[src/rtl/serdesphy_pkg.sv]
// Shared types and constants for the SerDes PHY link sequencer: state encoding,
// error cause codes, retry policy and the per-state control decode.
package serdesphy_pkg;

    typedef enum logic [3:0] {
        ST_OFF        = 4'd0,
        ST_ISO_REL    = 4'd1,
        ST_PLL_RST    = 4'd2,
        ST_PLL_WAIT   = 4'd3,
        ST_CDR_WAIT   = 4'd4,
        ST_ALIGN_WAIT = 4'd5,
        ST_READY      = 4'd6,
        ST_ERROR      = 4'd7
    } seq_state_e;

    localparam logic [1:0] ERR_NONE       = 2'd0;
    localparam logic [1:0] ERR_PLL_TO     = 2'd1;
    localparam logic [1:0] ERR_CDR_TO     = 2'd2;
    localparam logic [1:0] ERR_ALIGN_LOST = 2'd3;

    localparam logic [1:0] RETRY_LIMIT   = 2'd3;
    localparam int         RETRY_BACKOFF = 256;

    typedef struct packed {
        logic iso_en;
        logic pll_rst;
        logic tx_en;
        logic rx_en;
        logic cdr_rst;
        logic rx_align_rst;
        logic phy_ready;
    } seq_ctl_t;

    // OFF and ERROR share the fully-safe default; a resync visit to CDR_WAIT
    // holds the CDR in reset instead of releasing it.
    function automatic seq_ctl_t ctl_decode(input seq_state_e s, input logic resync);
        seq_ctl_t c;
        c = '{iso_en: 1'b1, pll_rst: 1'b1, tx_en: 1'b0, rx_en: 1'b0,
              cdr_rst: 1'b1, rx_align_rst: 1'b1, phy_ready: 1'b0};
        case (s)
            ST_ISO_REL, ST_PLL_RST: begin
                c.iso_en = 1'b0;
            end
            ST_PLL_WAIT: begin
                c.iso_en  = 1'b0;
                c.pll_rst = 1'b0;
            end
            ST_CDR_WAIT: begin
                c.iso_en  = 1'b0;
                c.pll_rst = 1'b0;
                c.tx_en   = 1'b1;
                c.rx_en   = 1'b1;
                c.cdr_rst = resync;
            end
            ST_ALIGN_WAIT, ST_READY: begin
                c.iso_en       = 1'b0;
                c.pll_rst      = 1'b0;
                c.tx_en        = 1'b1;
                c.rx_en        = 1'b1;
                c.cdr_rst      = 1'b0;
                c.rx_align_rst = 1'b0;
                c.phy_ready    = (s == ST_READY);
            end
            default: ;
        endcase
        return c;
    endfunction

endpackage

[src/rtl/serdesphy_seq_timer.sv]
// Loadable up-counter with synchronous clear and a terminal-count match flag,
// used as the per-state delay/timeout timer of the link sequencer.
module serdesphy_seq_timer #(
    parameter int CNT_W = 14
) (
    input  logic             clk,
    input  logic             rst,
    input  logic             i_clr,
    input  logic             i_en,
    input  logic             i_load,
    input  logic [CNT_W-1:0] i_load_val,
    input  logic [CNT_W-1:0] i_match_val,
    output logic [CNT_W-1:0] o_cnt,
    output logic             o_match
);

    logic [CNT_W-1:0] r_cnt;

    always_ff @(posedge clk) begin
        if (rst || i_clr) begin
            r_cnt <= '0;
        end else if (i_load) begin
            r_cnt <= i_load_val;
        end else if (i_en) begin
            r_cnt <= r_cnt + 1'b1;
        end
    end

    assign o_cnt   = r_cnt;
    assign o_match = (r_cnt == i_match_val);

endmodule

[src/rtl/serdesphy_link_seq.sv]
// SerDes PHY link bring-up / recovery sequencer (24 MHz reference domain).
// Optional SERDESPHY_LINK_SEQ_RETRY_EN: ERROR backs off and retries from PLL_RST.
module serdesphy_link_seq
    import serdesphy_pkg::*;
#(
    parameter int ISO_DLY     = 16,
    parameter int PLL_RST_CYC = 24,
    parameter int PLL_LOCK_TO = 4096,
    parameter int CDR_LOCK_TO = 8192,
    parameter int ALIGN_TO    = 2048,
    parameter int CNT_W       = 14
) (
    input  logic       clk_ref_24m,
    input  logic       rst,
    input  logic       phy_en,
    input  logic       dvdd_ok,
    input  logic       avdd_ok,
    input  logic       pll_lock,
    input  logic       cdr_lock,
    input  logic       rx_aligned,
    output logic       iso_en,
    output logic       pll_rst,
    output logic       tx_en,
    output logic       rx_en,
    output logic       cdr_rst,
    output logic       rx_align_rst,
    output logic       phy_ready,
    output logic [3:0] seq_state,
    output logic       seq_error,
    output logic [1:0] err_code
`ifdef SERDESPHY_LINK_SEQ_RETRY_EN
    ,
    output logic [1:0] retry_cnt
`endif
);

    seq_state_e       r_state, w_next;
    logic [1:0]       w_cause;
    logic             w_pwr_ok;
    logic             w_last;
    logic             w_tmr_en;
    logic [CNT_W-1:0] w_limit;
    logic [CNT_W-1:0] w_cnt;
    logic             r_resync;
    logic             r_err;
    logic [1:0]       r_code;
    seq_ctl_t         w_ctl;
`ifdef SERDESPHY_LINK_SEQ_RETRY_EN
    logic [1:0]       r_retry;
`endif

    assign w_pwr_ok = phy_en & dvdd_ok & avdd_ok;

    always_comb begin
        w_limit  = '1;
        w_tmr_en = 1'b1;
        case (r_state)
            ST_ISO_REL:    w_limit = CNT_W'(ISO_DLY - 1);
            ST_PLL_RST:    w_limit = CNT_W'(PLL_RST_CYC - 1);
            ST_PLL_WAIT:   w_limit = CNT_W'(PLL_LOCK_TO - 1);
            ST_CDR_WAIT:   w_limit = CNT_W'(CDR_LOCK_TO - 1);
            ST_ALIGN_WAIT: w_limit = CNT_W'(ALIGN_TO - 1);
            ST_ERROR:      w_limit = CNT_W'(RETRY_BACKOFF - 1);
            default:       w_tmr_en = 1'b0;
        endcase
    end

    serdesphy_seq_timer #(.CNT_W(CNT_W)) u_timer (
        .clk         (clk_ref_24m),
        .rst         (rst),
        .i_clr       (w_next != r_state),
        .i_en        (w_tmr_en),
        .i_load      (1'b0),
        .i_load_val  ('0),
        .i_match_val (w_limit),
        .o_cnt       (w_cnt),
        .o_match     (w_last)
    );

    always_ff @(posedge clk_ref_24m) begin
        if (rst) begin
            r_state <= ST_OFF;
        end else begin
            r_state <= w_next;
        end
    end

    // Power loss beats everything; PLL lock loss beats CDR/align events; a lock beats its timeout.
    always_comb begin
        w_next  = r_state;
        w_cause = ERR_NONE;
        if (!w_pwr_ok) begin
            w_next = ST_OFF;
        end else begin
            case (r_state)
                ST_OFF:     w_next = ST_ISO_REL;
                ST_ISO_REL: if (w_last) w_next = ST_PLL_RST;
                ST_PLL_RST: if (w_last) w_next = ST_PLL_WAIT;
                ST_PLL_WAIT: begin
                    if (pll_lock) begin
                        w_next = ST_CDR_WAIT;
                    end else if (w_last) begin
                        w_next  = ST_ERROR;
                        w_cause = ERR_PLL_TO;
                    end
                end
                ST_CDR_WAIT: begin
                    if (!pll_lock) begin
                        w_next  = ST_ERROR;
                        w_cause = ERR_ALIGN_LOST;
                    end else if (cdr_lock) begin
                        w_next = ST_ALIGN_WAIT;
                    end else if (w_last) begin
                        w_next  = ST_ERROR;
                        w_cause = ERR_CDR_TO;
                    end
                end
                ST_ALIGN_WAIT: begin
                    if (!pll_lock || (!rx_aligned && w_last)) begin
                        w_next  = ST_ERROR;
                        w_cause = ERR_ALIGN_LOST;
                    end else if (rx_aligned) begin
                        w_next = ST_READY;
                    end
                end
                ST_READY: begin
                    if (!pll_lock) begin
                        w_next  = ST_ERROR;
                        w_cause = ERR_ALIGN_LOST;
                    end else if (!cdr_lock) begin
                        w_next = ST_CDR_WAIT;
                    end else if (!rx_aligned) begin
                        w_next = ST_ALIGN_WAIT;
                    end
                end
                ST_ERROR: begin
`ifdef SERDESPHY_LINK_SEQ_RETRY_EN
                    if (w_last && (r_retry != RETRY_LIMIT)) w_next = ST_PLL_RST;
`endif
                end
                default: w_next = ST_OFF;
            endcase
        end
    end

    always_comb begin
        w_ctl = ctl_decode(r_state, r_resync);
    end

    assign iso_en       = w_ctl.iso_en;
    assign pll_rst      = w_ctl.pll_rst;
    assign tx_en        = w_ctl.tx_en;
    assign rx_en        = w_ctl.rx_en;
    assign cdr_rst      = w_ctl.cdr_rst;
    assign rx_align_rst = w_ctl.rx_align_rst;
    assign phy_ready    = w_ctl.phy_ready;
    assign seq_state    = r_state;
    assign seq_error    = r_err;
    assign err_code     = r_code;

    // Marks a CDR_WAIT visit entered from READY, held for the whole visit.
    always_ff @(posedge clk_ref_24m) begin
        if (rst) begin
            r_resync <= 1'b0;
        end else begin
            r_resync <= (w_next == ST_CDR_WAIT) &&
                        ((r_state == ST_READY) || ((r_state == ST_CDR_WAIT) && r_resync));
        end
    end

    always_ff @(posedge clk_ref_24m) begin
        if (rst) begin
            r_err  <= 1'b0;
            r_code <= ERR_NONE;
        end else if ((w_next == ST_OFF) && (r_state != ST_OFF)) begin
            r_err  <= 1'b0;
            r_code <= ERR_NONE;
        end else if ((w_next == ST_ERROR) && (r_state != ST_ERROR)) begin
            r_code <= w_cause;
`ifdef SERDESPHY_LINK_SEQ_RETRY_EN
            r_err  <= (r_retry == RETRY_LIMIT);
`else
            r_err  <= 1'b1;
`endif
        end
    end

`ifdef SERDESPHY_LINK_SEQ_RETRY_EN
    always_ff @(posedge clk_ref_24m) begin
        if (rst) begin
            r_retry <= '0;
        end else if (((w_next == ST_OFF) && (r_state != ST_OFF)) ||
                     ((w_next == ST_READY) && (r_state != ST_READY))) begin
            r_retry <= '0;
        end else if ((r_state == ST_ERROR) && (w_next == ST_PLL_RST)) begin
            r_retry <= r_retry + 2'd1;
        end
    end

    assign retry_cnt = r_retry;
`endif

endmodule

[config.mk]
export PLATFORM = sky130hd
export DESIGN_NAME = serdesphy_link_seq
export DESIGN_NICKNAME = d
export VERILOG_FILES = /design/src/rtl/serdesphy_pkg.sv /design/src/rtl/serdesphy_seq_timer.sv /design/src/rtl/serdesphy_link_seq.sv
export SDC_FILE = /design/constraint.sdc
export NUM_CORES = 1
export LEC_CHECK = 0
export ABC_AREA = 1
export CORE_UTILIZATION = 58
export CTS_BUF_LIST = sky130_fd_sc_hd__clkbuf_2 sky130_fd_sc_hd__clkbuf_4 sky130_fd_sc_hd__clkbuf_8
export DETAILED_ROUTE_END_ITERATION = 8
export GPL_ROUTABILITY_DRIVEN = 0
export PLACE_DENSITY = 0.85
export SLEW_MARGIN = 5
export SYNTH_ARGS = -nofsm -noshare
export SYNTH_HDL_FRONTEND = slang
export SYNTH_HIERARCHICAL = 1
export SYNTH_SLANG_ARGS = --single-unit
[constraint.sdc]
create_clock -name clk_ref_24m -period 4.4 [get_ports clk_ref_24m]
set_clock_uncertainty 0.1 [all_clocks]
set_input_delay 0.88 -clock clk_ref_24m [delete_from_list [all_inputs] [get_ports clk_ref_24m]]
set_output_delay 0.88 -clock clk_ref_24m [all_outputs]
set_load 0.03 [all_outputs]
Word-level counts from Yosys, hierarchy flattened. Cells that the tools add are included.

Bits in latches: 0. Memory bits (writable): 0. Output and inout port bits: 14. Bits in read-only memories: 0. Bits of input ports: 8. Bits in registers: 22. Memories kept: 0.

$add $sub $neg: 1. Mux-type cells: 28. Bitwise operators: 2. Eq/ne operators: 12. Shift operators: 0. Reduce and logical (&&, ||, !) cells: 18. Multiply operators: 0. Order comparisons: 0. Divide/modulo/power cells: 0.

Operators with widths (count): one-hot mux 14 bit (6 select lines) (1); 2-to-1 mux 4 bit (12); one-hot mux 4 bit (8 select lines) (1); equality test 4 x 3 -> 1 bit (second input constant) (6); adder 14 x 1 -> 14 bit (second input constant) (1); equality test 14 bit (1); 2-to-1 mux 2 bit (7); OR reduction 6 bit (2); equality test 4 x 2 -> 1 bit (second input constant) (2); zero test 4 bit (2); one-hot mux 2 bit (4 select lines) (1); one-hot mux 3 bit (2 select lines) (1); logical AND 1 bit (5); 2-to-1 mux 1 bit (5); equality test 4 x 1 -> 1 bit (second input constant) (1); inequality test 4 x 3 -> 1 bit (second input constant) (1); inequality test 4 bit (1); nonzero test 4 bit (1); OR reduction 2 bit (2); OR reduction 4 bit (1); logical OR 1 bit (3); AND 1 bit (2); zero test 1 bit (2).

Depth between registers and ports, before layout.
Depth in word-level cells: 11. Gate-level depth with buffers: 27. Depth with buffers taken out: 25.

Modules after synthesis. The synthesis kept the hierarchy.

Modules (own cells, without submodules): serdesphy_seq_timer (instances 1, cells each 168, area an instance 1106.1 sq um); serdesphy_link_seq (instances 1, cells each 139, area an instance 730.7 sq um).

Least setup slack after synthesis. No wires, ideal clock.

Kind: reg-to-reg. From: reg r_state[1] (netlist: seq_state[1]). To: reg u_timer.r_cnt[4] (netlist: u_timer/o_cnt[4]). Setup time: 76 ps. Clock period less this slack: 3584 ps. Data arrival time: 3409 ps. Setup slack: 816 ps. Stages on the path, launching flop included: 28. Required time: 4224 ps. Buffers on the path: 2. Path through: dfxtp_1 buf_6 inv_1 nor2_1 nand2_1 nand2_1 inv_1 nand4_1 nand3_1 xor2_1 nor2_1 nand4_1 nor2_1 inv_1 nand2_1 nor2_1 nand2_1 nand2_1 nand3_1 nand2_1 nand2_1 nand2_1 nor2_1 o21ai_1 nor2_1 inv_1 clkbuf_1 a31oi_1.

Longest elaborated chain between the ends: 10. Elaborated cells between the ends (all ways): 29. Classes of those cells: eq/ne: 9; mux: 15; reduce/logical: 5.

RTL lines: start: declaration (RTL line serdesphy_link_seq.sv:37) `seq_state_e r_state, w_next;`; start signal: assignment (RTL line serdesphy_link_seq.sv:84) `r_state <= w_next;`; equality test 4 x 3 -> 1 bit (tied with other cells) (RTL line serdesphy_link_seq.sv:57) `case (r_state)`; one-hot mux 14 bit (6 select lines) * (RTL line serdesphy_link_seq.sv:57); named net w_limit[3] (RTL line serdesphy_link_seq.sv:42) `logic [CNT_W-1:0] w_limit;`; equality test 14 bit * (RTL line serdesphy_seq_timer.sv:30) `assign o_match = (r_cnt == i_match_val);`; named net w_last (RTL line serdesphy_link_seq.sv:40) `logic w_last;`; 2-to-1 mux 4 bit or logical AND 1 bit (tied branches) (RTL line serdesphy_link_seq.sv:102, serdesphy_link_seq.sv:113, serdesphy_link_seq.sv:119); 2-to-1 mux 4 bit or logical OR 1 bit (tied branches) (RTL line serdesphy_link_seq.sv:111, serdesphy_link_seq.sv:119); 2-to-1 mux 4 bit (on tied branches) (RTL line serdesphy_link_seq.sv:108, serdesphy_link_seq.sv:119); one-hot mux 4 bit (8 select lines) * (RTL line serdesphy_link_seq.sv:95) `case (r_state)`; 2-to-1 mux 4 bit * (RTL line serdesphy_link_seq.sv:92) `if (!w_pwr_ok) begin`; inequality test 4 bit * (RTL line serdesphy_link_seq.sv:71) `.i_clr (w_next != r_state),`; logical OR 1 bit * (RTL line serdesphy_seq_timer.sv:20) `if (rst || i_clr) begin`; end signal: assignment (RTL line serdesphy_seq_timer.sv:23) `r_cnt <= i_load_val;`; end signal: assignment (RTL line serdesphy_seq_timer.sv:25) `r_cnt <= r_cnt + 1'b1;`; end: declaration (RTL line serdesphy_seq_timer.sv:17) `logic [CNT_W-1:0] r_cnt;`.

The timed path passes the listed nets; every way through them passes the cells marked *. A chain may end at the register's enable or synchronous reset.

Worst setup path after layout.
From: reg r_state[0] (netlist: seq_state[0]). To: reg u_timer.r_cnt[6] (netlist: u_timer/o_cnt[6]).

The elaborated chain is that of the path after synthesis.

==> impl_metrics.env <==
export IMPL_synth_warnings=6
export IMPL_path_clk_slew_ps=120
export IMPL_multi_input_area_sq_um=1290
export IMPL_cp_slowest_cell="dfxtp_1"
export IMPL_whs_path_depth=2
export IMPL_hold_start="r_resync"
export IMPL_endpoint_kind="flip-flop"
export IMPL_ioPinCount=22
export IMPL_cpLargestDelayFamily="simple AND/OR/NAND/NOR gates"
export IMPL_detail_route_wl_per_cell_um=11.3
export IMPL_cp_data_required_time_ps=4540
export IMPL_drc_errors=0
export IMPL_fin_crit_ps=3870
export IMPL_cts_num_sinks=22
export IMPL_hold_path_class="reg2reg"
export IMPL_cts_buffers=3
export IMPL_dieArea_sq_um=3400
export IMPL_yosys_top_cells_area="dfxtp_1 (24%), nand2_1 (18%), nor2_1 (8.2%), inv_1 (7.4%), nand3_1 (7.1%)"
export IMPL_crit_buf_inv=4
export IMPL_utilization_pct=71.8
export IMPL_synth_seq_area_share_pct=24.0
export IMPL_routed_wl_um=4420
export IMPL_firstDrtPassIters=5
export IMPL_grt_pass1_vias=1737
export IMPL_dp_slack_ps=513
export IMPL_layout_setup_ws_ps=534
export IMPL_worst_r2r_startpoint="seq_state[0]"
export IMPL_port_buffers=21
export IMPL_cts_tree="yes"
export IMPL_total_power_mw=0.359
export IMPL_yosysTopAreaCell="dfxtp_1"
export IMPL_outcome="completed"
export IMPL_syn_cell_area_sq_um=1840
export IMPL_area_growth_pct=18.4
export IMPL_num_rows=20
export IMPL_cp_depth=25
export IMPL_synth_cell_type_count=29
export IMPL_clkLatencyLatePin_ps=310
export IMPL_start_util_pct=60.7
export IMPL_routed_via_density=5.10
export IMPL_dp_cells=390
export IMPL_setup_viol=0
export IMPL_drt_iter0_markers=168
export IMPL_syn_avg_cell_area_sq_um=5.98
export IMPL_finalSetupTns_ps=0
export IMPL_worstPathArrival_ps=4010
export IMPL_worstReg2RegEnd="u_timer/o_cnt[6]"
export IMPL_regArea_sq_um=442
export IMPL_setup_worst_path_start="seq_state[0]"
export IMPL_crit_type="reg2reg"
export IMPL_antenna_found_initial=0
export IMPL_grt_max_degree=14
export IMPL_clockRootBuffer="clkbuf_4"
export IMPL_final_cells=393
export IMPL_finalHoldViolCount=0
export IMPL_antenna_cells=0
export IMPL_placed_cell_area_sq_um=2150
export IMPL_path_common_cell="nand2_1"
export IMPL_period_share_pct=87.9
export IMPL_ys_ff_latch=22
export IMPL_max_freq_ghz=0.259
export IMPL_cp_endpoint="u_timer/o_cnt[6]"
export IMPL_grt_pass1_wl_um=7470
export IMPL_dr_total_vias=2003
export IMPL_drive_above_1_share_pct=10.3
export IMPL_fill_cells=288
export IMPL_grt_overflow_total=0
export IMPL_core_area_sq_um=3030
export IMPL_path_max_fanout=11
export IMPL_finalMaxSlewViolations=0
export IMPL_power_per_cell_area_nw_per_um2=165
export IMPL_nets=360
export IMPL_reg2regPathDepth=25
export IMPL_hold_ws_ps=383
export IMPL_drtAntennaViolNets=0
export IMPL_htreeDepth=1
export IMPL_tightestPinTransition_ps=944
export IMPL_syn_inst=307
export IMPL_die_w_um=58.3
export IMPL_fp_dieH_um=58.3
export IMPL_leakage_nw=0.942
export IMPL_grtUsageTotal_pct=28.2
export IMPL_place_hpwl_um=3400
export IMPL_worstSetupStartpointType="flip-flop"
export IMPL_post_cts_buffers=0
export IMPL_max_cap_viol_count=0
export IMPL_hold_buffers=0
export IMPL_synth_top_area_share_pct=24.0
export IMPL_slowest_delay_ps=520
export IMPL_r2r_slack_ps=530
export IMPL_cts_path_max_buffers=2
export IMPL_post_route_cell_area_sq_um=2170
export IMPL_peakVddDrop_mv=0.129
export IMPL_slew_headroom_pct=36.8
export IMPL_rsz0062_at_grt="false"
-- worst register-to-register path, delay by kind of cell, from the launching register on --
kind                      cells  cell delay, ps
DFF                           1             520
buffers and inverters         4             540
and+or+nand+nor              18            2170
AOI/OAI and AO/OA             2             250
xor gates and xnor gates      1             190
-- repair_timing --
| action | 4_1_cts | 5_1_grt |
|---|---|---|
| endpoints found under the hold margin | 0 | 0 |
| gates resized for setup | 0 | 2 |
| endpoints found under the setup margin | 0 | 8 |
-- where the power goes --
part | switching (mW) | leakage, nW | internal, mW
clock | 0.0613 | 0.0138 | 0.0320
sequential | 0.00834 | 0.179 | 0.204
combinational | 0.0323 | 0.748 | 0.0212
-- per-layer routing --
metal	global-route usage (%)	share of wire, %
met1	34.6	46
met2	49.6	48
met3	2.90	3.8
met4	12.6	2.5
met5	0	0
-- cell families (layout without fill, tap and decap cells) --
kind of cell	after synthesis	count (layout)	synth area share, %
AOI/OAI and AO/OA	39	39	13.1
xor gates and xnor gates	10	10	4.77
adders and majority gates	1	1	0.681
buffers and inverters	47	64	10.6
DFF	22	22	24.0
other	2	27	0.409
and+or+nand+nor	186	186	46.4
-- how the worst min path moves through the flow --
| stage | slack, ps | endpoint |
|---|---|---|
| final | 380 | r_resync |
| after global routing | 410 | seq_error |
| after detailed placement | 360 | seq_error |
| after floorplan | 350 | r_resync |
| after CTS | 390 | r_resync |
| after global placement | 350 | seq_error |
-- cells in the final DEF, fill, tap and decap left out, types with 2 or more instances in the layout --
cell,synthesis,routed
nor2_1,40,40
a31oi_1,3,3
a21oi_1,10,10
nand3_1,26,26
nand2_2,4,4
a21oi_2,4,4
o21ai_0,8,8
or2_2,4,4
o21ai_1,2,2
dfxtp_1,22,21
nor2_4,3,3
xor2_1,5,5
a22oi_1,9,9
o22ai_1,2,2
nor2_2,6,6
nand2_1,86,86
inv_1,36,35
xnor2_1,5,5
nand3_2,6,6
inv_2,4,5
conb_1,2,27
clkdlybuf4s50_1,0,21
clkbuf_4,0,3
nand4_1,10,10
-- cells in the mapped netlist (all sizes together) --
library cell	number
o21ai	10
a22oi	9
o22ai	2
xor2	5
nor2	49
dfxtp	22
nand4	10
ha	1
buf	6
or2	4
nand2	90
a31oi	3
a21oi	14
conb	2
o21a	1
nand3	32
inv	40
xnor2	5
clkbuf	1
nor3	1
-- sequential cells by signal, indices dropped and copies added (netlist names) --
| register | count |
|---|---|
| seq_state | 4 |
| r_resync | 1 |
| seq_error | 1 |
| u_timer/o_cnt | 14 |
| err_code | 2 |
-- cell type report --
| type | instances | share of cell area [%] |
|---|---|---|
| multi-input combinational | 263 | 59.6 |
| sequential | 22 | 20.3 |
| timing repair buffer | 21 | 9.67 |
| inverter | 40 | 6.90 |
| tap | 44 | 2.53 |
| clock buffer | 3 | 1.04 |
(Power assumes the default switching activity.)
